<file path="config.mk">
export PLATFORM = sky130hd
export DESIGN_NAME = cdb_arbiter_flat
export DESIGN_NICKNAME = d
export VERILOG_FILES = /design/src/rtl/cdb_arbiter_pkg.sv /design/src/rtl/cdb_arbiter_if.sv /design/src/rtl/cdb_arbiter_rr_pick.sv /design/src/rtl/cdb_arbiter.sv /design/src/flat_wrapper.sv
export SDC_FILE = /design/constraint.sdc
export NUM_CORES = 1
export LEC_CHECK = 0
export ABC_AREA = 1
export CORE_MARGIN = 5
export CORE_UTILIZATION = 43
export DETAILED_ROUTE_END_ITERATION = 7
export PLACE_DENSITY = 0.88
export REMOVE_ABC_BUFFERS = 1
export SYNTH_ARGS = -nofsm -noshare
export SYNTH_HDL_FRONTEND = slang
export SYNTH_HIERARCHICAL = 1
export SYNTH_SLANG_ARGS = --single-unit
</file>
<file path="constraint.sdc">
create_clock -name clk -period 5.4 [get_ports clk]
set_clock_uncertainty 0.15 [all_clocks]
set_input_delay 1.35 -clock clk [delete_from_list [all_inputs] [get_ports clk]]
set_output_delay 1.35 -clock clk [all_outputs]
set_load 0.005 [all_outputs]
</file>
<file path="src/rtl/cdb_arbiter_pkg.sv">
// Shared types for the common data bus arbiter: the broadcast packet layout,
// the default functional-unit count and the functional-unit index names.
package cdb_arbiter_pkg;

    localparam int NUM_FU_DEFAULT = 4;

    typedef struct packed {
        logic [31:0] result;
        logic [3:0]  dest_ROB_entry;
        logic        branch_result;
        logic        load_step1;
    } CDB_packet_t;

    typedef enum logic [1:0] {
        FU_ADD = 2'd0,
        FU_MUL = 2'd1,
        FU_LD  = 2'd2,
        FU_BR  = 2'd3
    } fu_idx_e;

    // Round-robin successor of idx among n slots, wrapping n-1 back to 0.
    function automatic int rr_next(input int idx, input int n);
        if (idx >= n - 1) begin
            return 0;
        end else begin
            return idx + 1;
        end
    endfunction

endpackage

</file>
<file path="src/rtl/cdb_arbiter_if.sv">
// Result handshake from the functional units plus the broadcast bus toward the ROB.
// master = FU/ROB side, slave = the arbiter.
interface cdb_arbiter_if
    import cdb_arbiter_pkg::*;
#(
    parameter int NUM_FU = NUM_FU_DEFAULT
) ();

    logic [NUM_FU-1:0] fu_valid_in;
    CDB_packet_t       fu_packet_in [NUM_FU];
    logic [NUM_FU-1:0] fu_yumi_out;
    logic              cdb_ready_in;
    logic              cdb_valid_out;
    CDB_packet_t       cdb_out;

    modport master (
        output fu_valid_in,
        output fu_packet_in,
        output cdb_ready_in,
        input  fu_yumi_out,
        input  cdb_valid_out,
        input  cdb_out
    );

    modport slave (
        input  fu_valid_in,
        input  fu_packet_in,
        input  cdb_ready_in,
        output fu_yumi_out,
        output cdb_valid_out,
        output cdb_out
    );

endinterface

</file>
<file path="src/rtl/cdb_arbiter_rr_pick.sv">
// Combinational round-robin picker: first request at or above ptr, wrapping,
// found by a priority encode over a doubled request vector with the low part masked.
module cdb_arbiter_rr_pick #(
    parameter  int NUM_FU = 4,
    localparam int PTR_W  = $clog2(NUM_FU)
) (
    input  logic [NUM_FU-1:0] req,
    input  logic [PTR_W-1:0]  ptr,
    output logic [NUM_FU-1:0] gnt_onehot,
    output logic [PTR_W-1:0]  gnt_idx,
    output logic              any
);

    logic [2*NUM_FU-1:0] dbl_s;
    logic [2*NUM_FU-1:0] masked_s;
    logic                hit_s;

    // Suppress requests below ptr in the lower copy; the upper copy supplies the wrap.
    always_comb begin
        dbl_s    = {req, req};
        masked_s = '0;
        for (int j = 0; j < 2 * NUM_FU; j++) begin
            if (j >= int'(ptr)) begin
                masked_s[j] = dbl_s[j];
            end else begin
                masked_s[j] = 1'b0;
            end
        end
    end

    // Lowest set bit of the masked vector wins.
    always_comb begin
        gnt_onehot = '0;
        gnt_idx    = '0;
        hit_s      = 1'b0;
        for (int j = 0; j < 2 * NUM_FU; j++) begin
            if (masked_s[j] && !hit_s) begin
                hit_s      = 1'b1;
                gnt_idx    = PTR_W'(j % NUM_FU);
                gnt_onehot = NUM_FU'(1'b1) << (j % NUM_FU);
            end else begin
                hit_s = hit_s;
            end
        end
        any = |req;
    end

endmodule

</file>
<file path="src/rtl/cdb_arbiter.sv">
// Common data bus arbiter: round-robin selection among FU results, one-hot yumi
// acknowledge, and a single registered broadcast stage toward the ROB/RS.
module cdb_arbiter
    import cdb_arbiter_pkg::*;
#(
    parameter  int NUM_FU = NUM_FU_DEFAULT,
    localparam int PTR_W  = $clog2(NUM_FU)
) (
    input  logic         clk,
    input  logic         reset,
    input  logic         flush,
    cdb_arbiter_if.slave bus
);

    logic [PTR_W-1:0]  rr_ptr_r;
    logic [PTR_W-1:0]  ptr_nxt_s;
    logic [PTR_W-1:0]  gnt_idx_s;
    logic [NUM_FU-1:0] gnt_onehot_s;
    logic              any_s;
    logic              can_load_s;
    logic              grant_en_s;
    logic              cdb_valid_r;
    CDB_packet_t       cdb_pkt_r;

    cdb_arbiter_rr_pick #(
        .NUM_FU (NUM_FU)
    ) u_rr_pick (
        .req        (bus.fu_valid_in),
        .ptr        (rr_ptr_r),
        .gnt_onehot (gnt_onehot_s),
        .gnt_idx    (gnt_idx_s),
        .any        (any_s)
    );

    // The output stage can take a new packet if empty or being drained this cycle.
    always_comb begin
        can_load_s = ~cdb_valid_r | bus.cdb_ready_in;
        grant_en_s = can_load_s & ~flush & ~reset & any_s;
        ptr_nxt_s  = PTR_W'(rr_next(int'(gnt_idx_s), NUM_FU));
    end

    assign bus.fu_yumi_out   = gnt_onehot_s & {NUM_FU{grant_en_s}};
    assign bus.cdb_valid_out = cdb_valid_r;
    assign bus.cdb_out       = cdb_pkt_r;

    // Broadcast register and round-robin pointer; flush drops the valid but keeps data and pointer.
    always_ff @(posedge clk) begin
        if (reset) begin
            cdb_valid_r <= 1'b0;
            cdb_pkt_r   <= '0;
            rr_ptr_r    <= '0;
        end else if (flush) begin
            cdb_valid_r <= 1'b0;
        end else if (grant_en_s) begin
            cdb_pkt_r   <= bus.fu_packet_in[gnt_idx_s];
            cdb_valid_r <= 1'b1;
            rr_ptr_r    <= ptr_nxt_s;
        end else if (bus.cdb_ready_in) begin
            cdb_valid_r <= 1'b0;
        end else begin
            cdb_valid_r <= cdb_valid_r;
        end
    end

endmodule

</file>
<file path="src/flat_wrapper.sv">
// flat-port wrapper written by rule: the top's interface ports become plain ports
module cdb_arbiter_flat import cdb_arbiter_pkg::*;
#(
    parameter  int NUM_FU = NUM_FU_DEFAULT,
    localparam int PTR_W  = $clog2(NUM_FU)
)
  (clk, reset, flush, bus_fu_valid_in, bus_fu_packet_in, bus_cdb_ready_in, bus_fu_yumi_out, bus_cdb_valid_out, bus_cdb_out);
  cdb_arbiter_if #(.NUM_FU(NUM_FU)) bus_i ();
  input  logic clk;
  input  logic reset;
  input  logic flush;
  input wire logic [$bits(bus_i.fu_valid_in)-1:0] bus_fu_valid_in;
  input wire logic [$bits(bus_i.fu_packet_in)-1:0] bus_fu_packet_in;
  input wire logic [$bits(bus_i.cdb_ready_in)-1:0] bus_cdb_ready_in;
  output wire logic [$bits(bus_i.fu_yumi_out)-1:0] bus_fu_yumi_out;
  output wire logic [$bits(bus_i.cdb_valid_out)-1:0] bus_cdb_valid_out;
  output wire logic [$bits(bus_i.cdb_out)-1:0] bus_cdb_out;
  assign bus_i.fu_valid_in = bus_fu_valid_in;
  assign bus_i.fu_packet_in = {>>{bus_fu_packet_in}};
  assign bus_i.cdb_ready_in = bus_cdb_ready_in;
  assign bus_fu_yumi_out = bus_i.fu_yumi_out;
  assign bus_cdb_valid_out = bus_i.cdb_valid_out;
  assign bus_cdb_out = bus_i.cdb_out;
  cdb_arbiter #(.NUM_FU(NUM_FU)) u_core (.clk(clk), .reset(reset), .flush(flush), .bus(bus_i));
endmodule
</file>
==> flow_summary.json, run 1 <==
{
  "final_net_count": 1078,
  "finalSetupViolCount": 0,
  "pwr-share-comb_pct": 43.0,
  "grt_start_max_net_pins": 79,
  "final_cell_mix": "nand2_1, inv_1, clkdlybuf4s50_1",
  "clk_latency_ns": 0.28,
  "period_needed_ns": 4.58,
  "max_cap_viol_count": 0,
  "drc_errors": 0,
  "seqPwrFrac_pct": 32.5,
  "gr-total-overflow": 0,
  "routed_via_density": 4.34,
  "fin_area_um2": 5770,
  "fin_cells": 1023,
  "placed_cell_area_um2": 5660,
  "cp_slowest_cell": "clkdlybuf4s50_1",
  "num_vias": 4440,
  "grt_pass1_vias": 3887,
  "fmax_mhz": 219,
  "p_sw_uw": 328,
  "post_cts_buffers": 0,
  "dp_cells": 1015,
  "finalMaxSlewViolations": 0,
  "cts_buffer_depth": 2,
  "cpLargestDelayFamily": "buffers and inverters",
  "hold_path.class": "flop to flop",
  "p_int_uw": 708,
  "use_met2_pct": 37.8,
  "ys_warn_count": 6,
  "busiest_layer": "met2",
  "crit_cells": 6,
  "clk_pin_slew_worst_paths_ns": 0.07,
  "synthCells": 739,
  "power.share.clock_pct": 24.5,
  "gp_congestion": 0.912,
  "hold_depth": 2,
  "cts_resized": 0,
  "tightest_slew_ns": 0.801,
  "layout-drive-gt1-share_pct": 2.18,
  "num_rows": 33,
  "antenna_found_initial": 0,
  "worstPathMaxFanout": 7,
  "syn_to_final_growth_pct": 56.1,
  "dr.pass1.iters": 5,
  "swShare_pct": 31.7,
  "wl_per_cell_um": 10.9,
  "path_cells": "clkdlybuf4s50_1 -> or2_1 -> or3_1 -> nand3_2 -> nor2_1 -> clkdlybuf4s50_1",
  "crit_path_start_kind": "input port",
  "portBuffers": 202,
  "p_leak_nw": 3.27,
  "seq_area_frac_synth_pct": 22.2,
  "place_hpwl_mm": 8.32,
  "cts_buffers": 5,
  "cts_tree": "yes",
  "grt_use_met1_pct": 22.2,
  "dieHeight_um": 103,
  "slew_headroom_pct": 46.6,
  "critical-path-max-stage-delay_ns": 0.46,
  "dieWidth_um": 103,
  "cts_hold_buf": 0,
  "irDropWorstVdd_v": 0.000106,
  "nFillCells": 790,
  "status": "finished clean",
  "dieArea_um2": 10600,
  "avgSynthCellArea_um2": 5.00,
  "worst-setup-path-type": "input port to output pin",
  "pre_cts_slack_ns": 0.816,
  "core_area_um2": 8300,
  "worst_ep_required_time_ns": 3.90,
  "netlist_area_um2": 3700,
  "ioPinCount": 203,
  "grt_usage_pct": 20.2,
  "final_antenna_net_count": 0,
  "rsz0062_at_grt": "no",
  "regArea_um2": 821,
  "fin_ws_ns": 0.824,
  "crit_top_cell": "clkdlybuf4s50_1",
  "grt_pass1_wl_mm": 17.4,
  "n_antenna_cell": 0,
  "hold_viol": 0,
  "worstSetupEndpointType": "output pin",
  "root_buffer": "clkbuf_8",
  "ys_seq_elements": 41,
  "arrival_ns": 3.08,
  "synth_cell_types": 20,
  "fin_tns_setup_ns": 0,
  "grt_use_met3_pct": 6.22,
  "reg2reg_depth": 11,
  "cts_sinks": 41,
  "htree_levels": 2,
  "final_common_cell": "nand2_1",
  "crit_buf_inv": 2,
  "fin_crit_sh_pct": 84.7,
  "multi_input_area_um2": 1870,
  "power.density_nw_per_um2": 180,
  "drt_wl_total_mm": 11.1,
  "drt_iter0_drc": 135,
  "start_util_pct": 44.6,
  "holdWs_ns": 0.361
}
[worst min-delay path: stages (launching register included)]
cell     delay (ns)
dfxtp_1        0.34
nand2_1        0.07
a21oi_1        0.06
[power by group through the flow]
stage	Combinational [mW]	Sequential, mW	Clock (mW)
2_1_floorplan	0.226	0.347	0
3_3_place_gp	0.442	0.343	0
6_report	0.446	0.337	0.254
4_1_cts	0.449	0.337	0.261
5_1_grt	0.503	0.341	0.278
3_5_place_dp	0.447	0.345	0
[layout make-up]
type	instances	area share (%)
well taps	105	2.28
repair buffers	209	35.9
clock buffers	7	1.50
flip-flops and latches	41	14.2
multi-input cells	456	32.3
clock inverters	1	0.520
inverters	204	13.3
[final timing paths]
kind | from | to | slack (ns)
min reg2reg | u_core/rr_ptr_r[1] | u_core/rr_ptr_r[1] | 0.36
max | bus_fu_valid_in[0] | bus_fu_yumi_out[3] | 0.82
min | u_core/rr_ptr_r[1] | u_core/rr_ptr_r[1] | 0.36
max reg2reg | u_core/rr_ptr_r[1] | u_core/rr_ptr_r[0] | 3.00
[sequential cells by signal, summed over array words and instances (netlist names)]
signal                    cells
u_core/bus.cdb_out           38
u_core/rr_ptr_r               2
u_core/bus.cdb_valid_out      1
[cells in the mapped netlist]
cell type,number,area (µm²)
dfxtp_1,41,821
or3_1,1,6.26
nor2_4,1,11.3
nor2_1,84,315
ha_1,1,12.5
nand2_2,1,6.26
buf_2,24,120
nand3_1,78,390
a21oi_1,3,15.0
nand2_1,279,1050
buf_6,10,113
inv_1,203,762
or2_1,1,6.26
o21ai_0,2,10.0
buf_4,1,7.51
nand3_2,2,20.0
a21boi_1,1,7.51
clkbuf_1,3,11.3
nand4_1,2,12.5
inv_2,1,3.75
[per-stage QoR]
step / util (%) / total power, mW
after CTS: 69.6 / 1.05
final: 69.6 / 1.04
after detailed placement: 68.2 / 0.792
after global routing: 69.6 / 1.12
after floorplan: - / 0.573
after global placement: 68.2 / 0.785
[routing by layer]
metal / up-vias / part of all wire (%) / wire, µm
met2: 149 / 49 / 5440
met4: 0 / 1.9 / 215
li1: 2424 / - / -
met3: 16 / 10 / 1110
met1: 1851 / 39 / 4350
met5: - / 0 / 0
[logic make-up (layout without fill, tap and decap cells)]
| group | Yosys count | in the layout | share of synthesized area, % |
|---|---|---|---|
| buffers and inverters | 242 | 421 | 27.5 |
| adder cells (fa/ha/maj) | 1 | 1 | 0.338 |
| AO/OA/AOI/OAI | 6 | 6 | 0.880 |
| flip-flops | 41 | 41 | 22.2 |
| AND/OR/NAND/NOR | 449 | 449 | 49.1 |
Power figures use the tool's default switching activity.
==> inputs of run 2 (changes only) <==
CORE_UTILIZATION = 40   (was 43)
PLACE_DENSITY = 0.82   (was 0.88)
clock period = 4.46 ns   (was 5.4 ns; I/O delays follow)
==> run 2 against run 1 <==
  * Sequential share of layout area about the same
  * Clock power shrank 6%
  * Critical endpoint unchanged
  * Critical path type unchanged
  * Register-to-register slack lost 0.98 ns
  * Largest power group unchanged
==> flow_summary.json, run 2 (synthesis results as in run 1) <==
{
  "dieArea_um2": 11300,
  "root_buffer": "clkbuf_8",
  "drc_errors": 0,
  "worst_ep_required_time_ns": 3.19,
  "antenna_found_initial": 0,
  "n_antenna_cell": 0,
  "reg2reg_from": "u_core/rr_ptr_r[1]",
  "startpoint": "bus_fu_valid_in[0]",
  "clk_latency_ns": 0.27,
  "crit_path_start_kind": "input port",
  "min_from": "u_core/rr_ptr_r[0]",
  "grt_start_max_net_pins": 80,
  "pre_cts_slack_ns": 0.385,
  "final_net_count": 1078,
  "cts_buffers": 5,
  "worstPathMaxFanout": 5,
  "placed_cell_area_um2": 5680,
  "cts_sinks": 41,
  "power.density_nw_per_um2": 206,
  "grt_pass1_vias": 3803,
  "drt_iter0_drc": 164,
  "slew_headroom_pct": 49.9,
  "dr.pass1.iters": 4,
  "max_cap_viol_count": 0,
  "layout-drive-gt1-share_pct": 2.07,
  "hold_viol": 0,
  "fin_ws_ns": 0.389,
  "num_vias": 4340,
  "nFillCells": 889,
  "largest_register_ff_count": 38,
  "wl_per_cell_um": 10.6,
  "gp_congestion": 0.833,
  "place_hpwl_mm": 8.25,
  "grt_usage_pct": 18.6,
  "cp_slowest_cell": "clkdlybuf4s50_1",
  "ioPinCount": 203,
  "rsz0062_at_grt": "no",
  "dieHeight_um": 106,
  "finalMaxSlewViolations": 0,
  "gr-total-overflow": 0,
  "cts_buffer_depth": 2,
  "core_area_um2": 9110,
  "path_cells": "clkdlybuf4s50_1 -> or2_1 -> or3_1 -> nand3_2 -> nor2_1 -> clkdlybuf4s50_1",
  "start_util_pct": 40.6,
  "worst-setup-path-type": "input port to output pin",
  "arrival_ns": 2.81,
  "final_common_cell": "nand2_1",
  "post_cts_buffers": 0,
  "power_mw": 1.19,
  "fin_cells": 1028,
  "irDropWorstVdd_v": 0.000108,
  "fmax_mhz": 246,
  "cts_resized": 0,
  "cts_tree": "yes",
  "worstSetupEndpointType": "output pin",
  "grt_pass1_wl_mm": 17.4,
  "portBuffers": 202,
  "holdWs_ns": 0.338,
  "crit_top_cell": "clkdlybuf4s50_1",
  "dieWidth_um": 106,
  "syn_to_final_growth_pct": 55.9,
  "dp_cells": 1021,
  "p_leak_nw": 3.26,
  "fin_area_um2": 5760,
  "postLayoutCoreUtil_pct": 63.3,
  "drt_wl_total_mm": 10.9,
  "fin_crit_sh_pct": 91.3,
  "final_cell_mix": "nand2_1, inv_1, clkdlybuf4s50_1",
  "clk_pin_slew_worst_paths_ns": 0.07,
  "fin_tns_setup_ns": 0,
  "cts_hold_buf": 0,
  "status": "finished clean",
  "hold_path.class": "flop to flop",
  "finalSetupViolCount": 0,
  "period_needed_ns": 4.07,
  "routed_via_density": 4.22,
  "htree_levels": 2,
  "num_rows": 35,
  "final_antenna_net_count": 0,
  "tightest_slew_ns": 0.751,
  "critical-path-max-stage-delay_ns": 0.46
}
==> run 2: cell types whose count changed in the layout (fill, tap and decap cells not counted) <==
cell       before  now
buf_12          0    1
buf_4           7    6
bufinv_16       1    0
==> run 2: report_power, final <==
part	internal, mW	switching, mW	leakage [nW]
logic	0.283	0.258	2.88
registers	0.395	0.0137	0.338
clock network	0.123	0.116	0.0443
total	0.800	0.388	3.26
==> run 2: worst paths after layout <==
| path | to | slack (ns) | cells past startpoint |
|---|---|---|---|
| setup / recovery | bus_fu_yumi_out[3] | 0.39 | 6 |
| setup reg to reg | u_core/bus.cdb_out[27] | 2.02 | 12 |
| hold reg to reg | u_core/rr_ptr_r[0] | 0.34 | 2 |
| hold / removal | u_core/rr_ptr_r[0] | 0.34 | 2 |
==> run 2: worst max-delay path: cells and delay by family <==
kind / cells / cell delay [ns]
buffers and inverters: 2 / 0.90
and+or+nand+nor: 4 / 0.79
==> run 2: layout make-up <==
type                            instances  area [µm²]  area share [%]
Sequential cell                        41         821            14.2
Inverter                              204         766            13.3
Timing Repair Buffer                  209        2090            36.2
Clock buffer                            7        86.3            1.50
Multi-Input combinational cell        456        1870            32.4
Tap cell                              111         139            2.41
==> run 2: layer usage <==
metal  GRT usage (%)  up-vias  wire [µm]
met5               0        -          0
met4            4.07        0        144
met3            4.86        8        794
met2            34.3      116       5400
met1            21.4     1793       4530
li1                -     2423          -
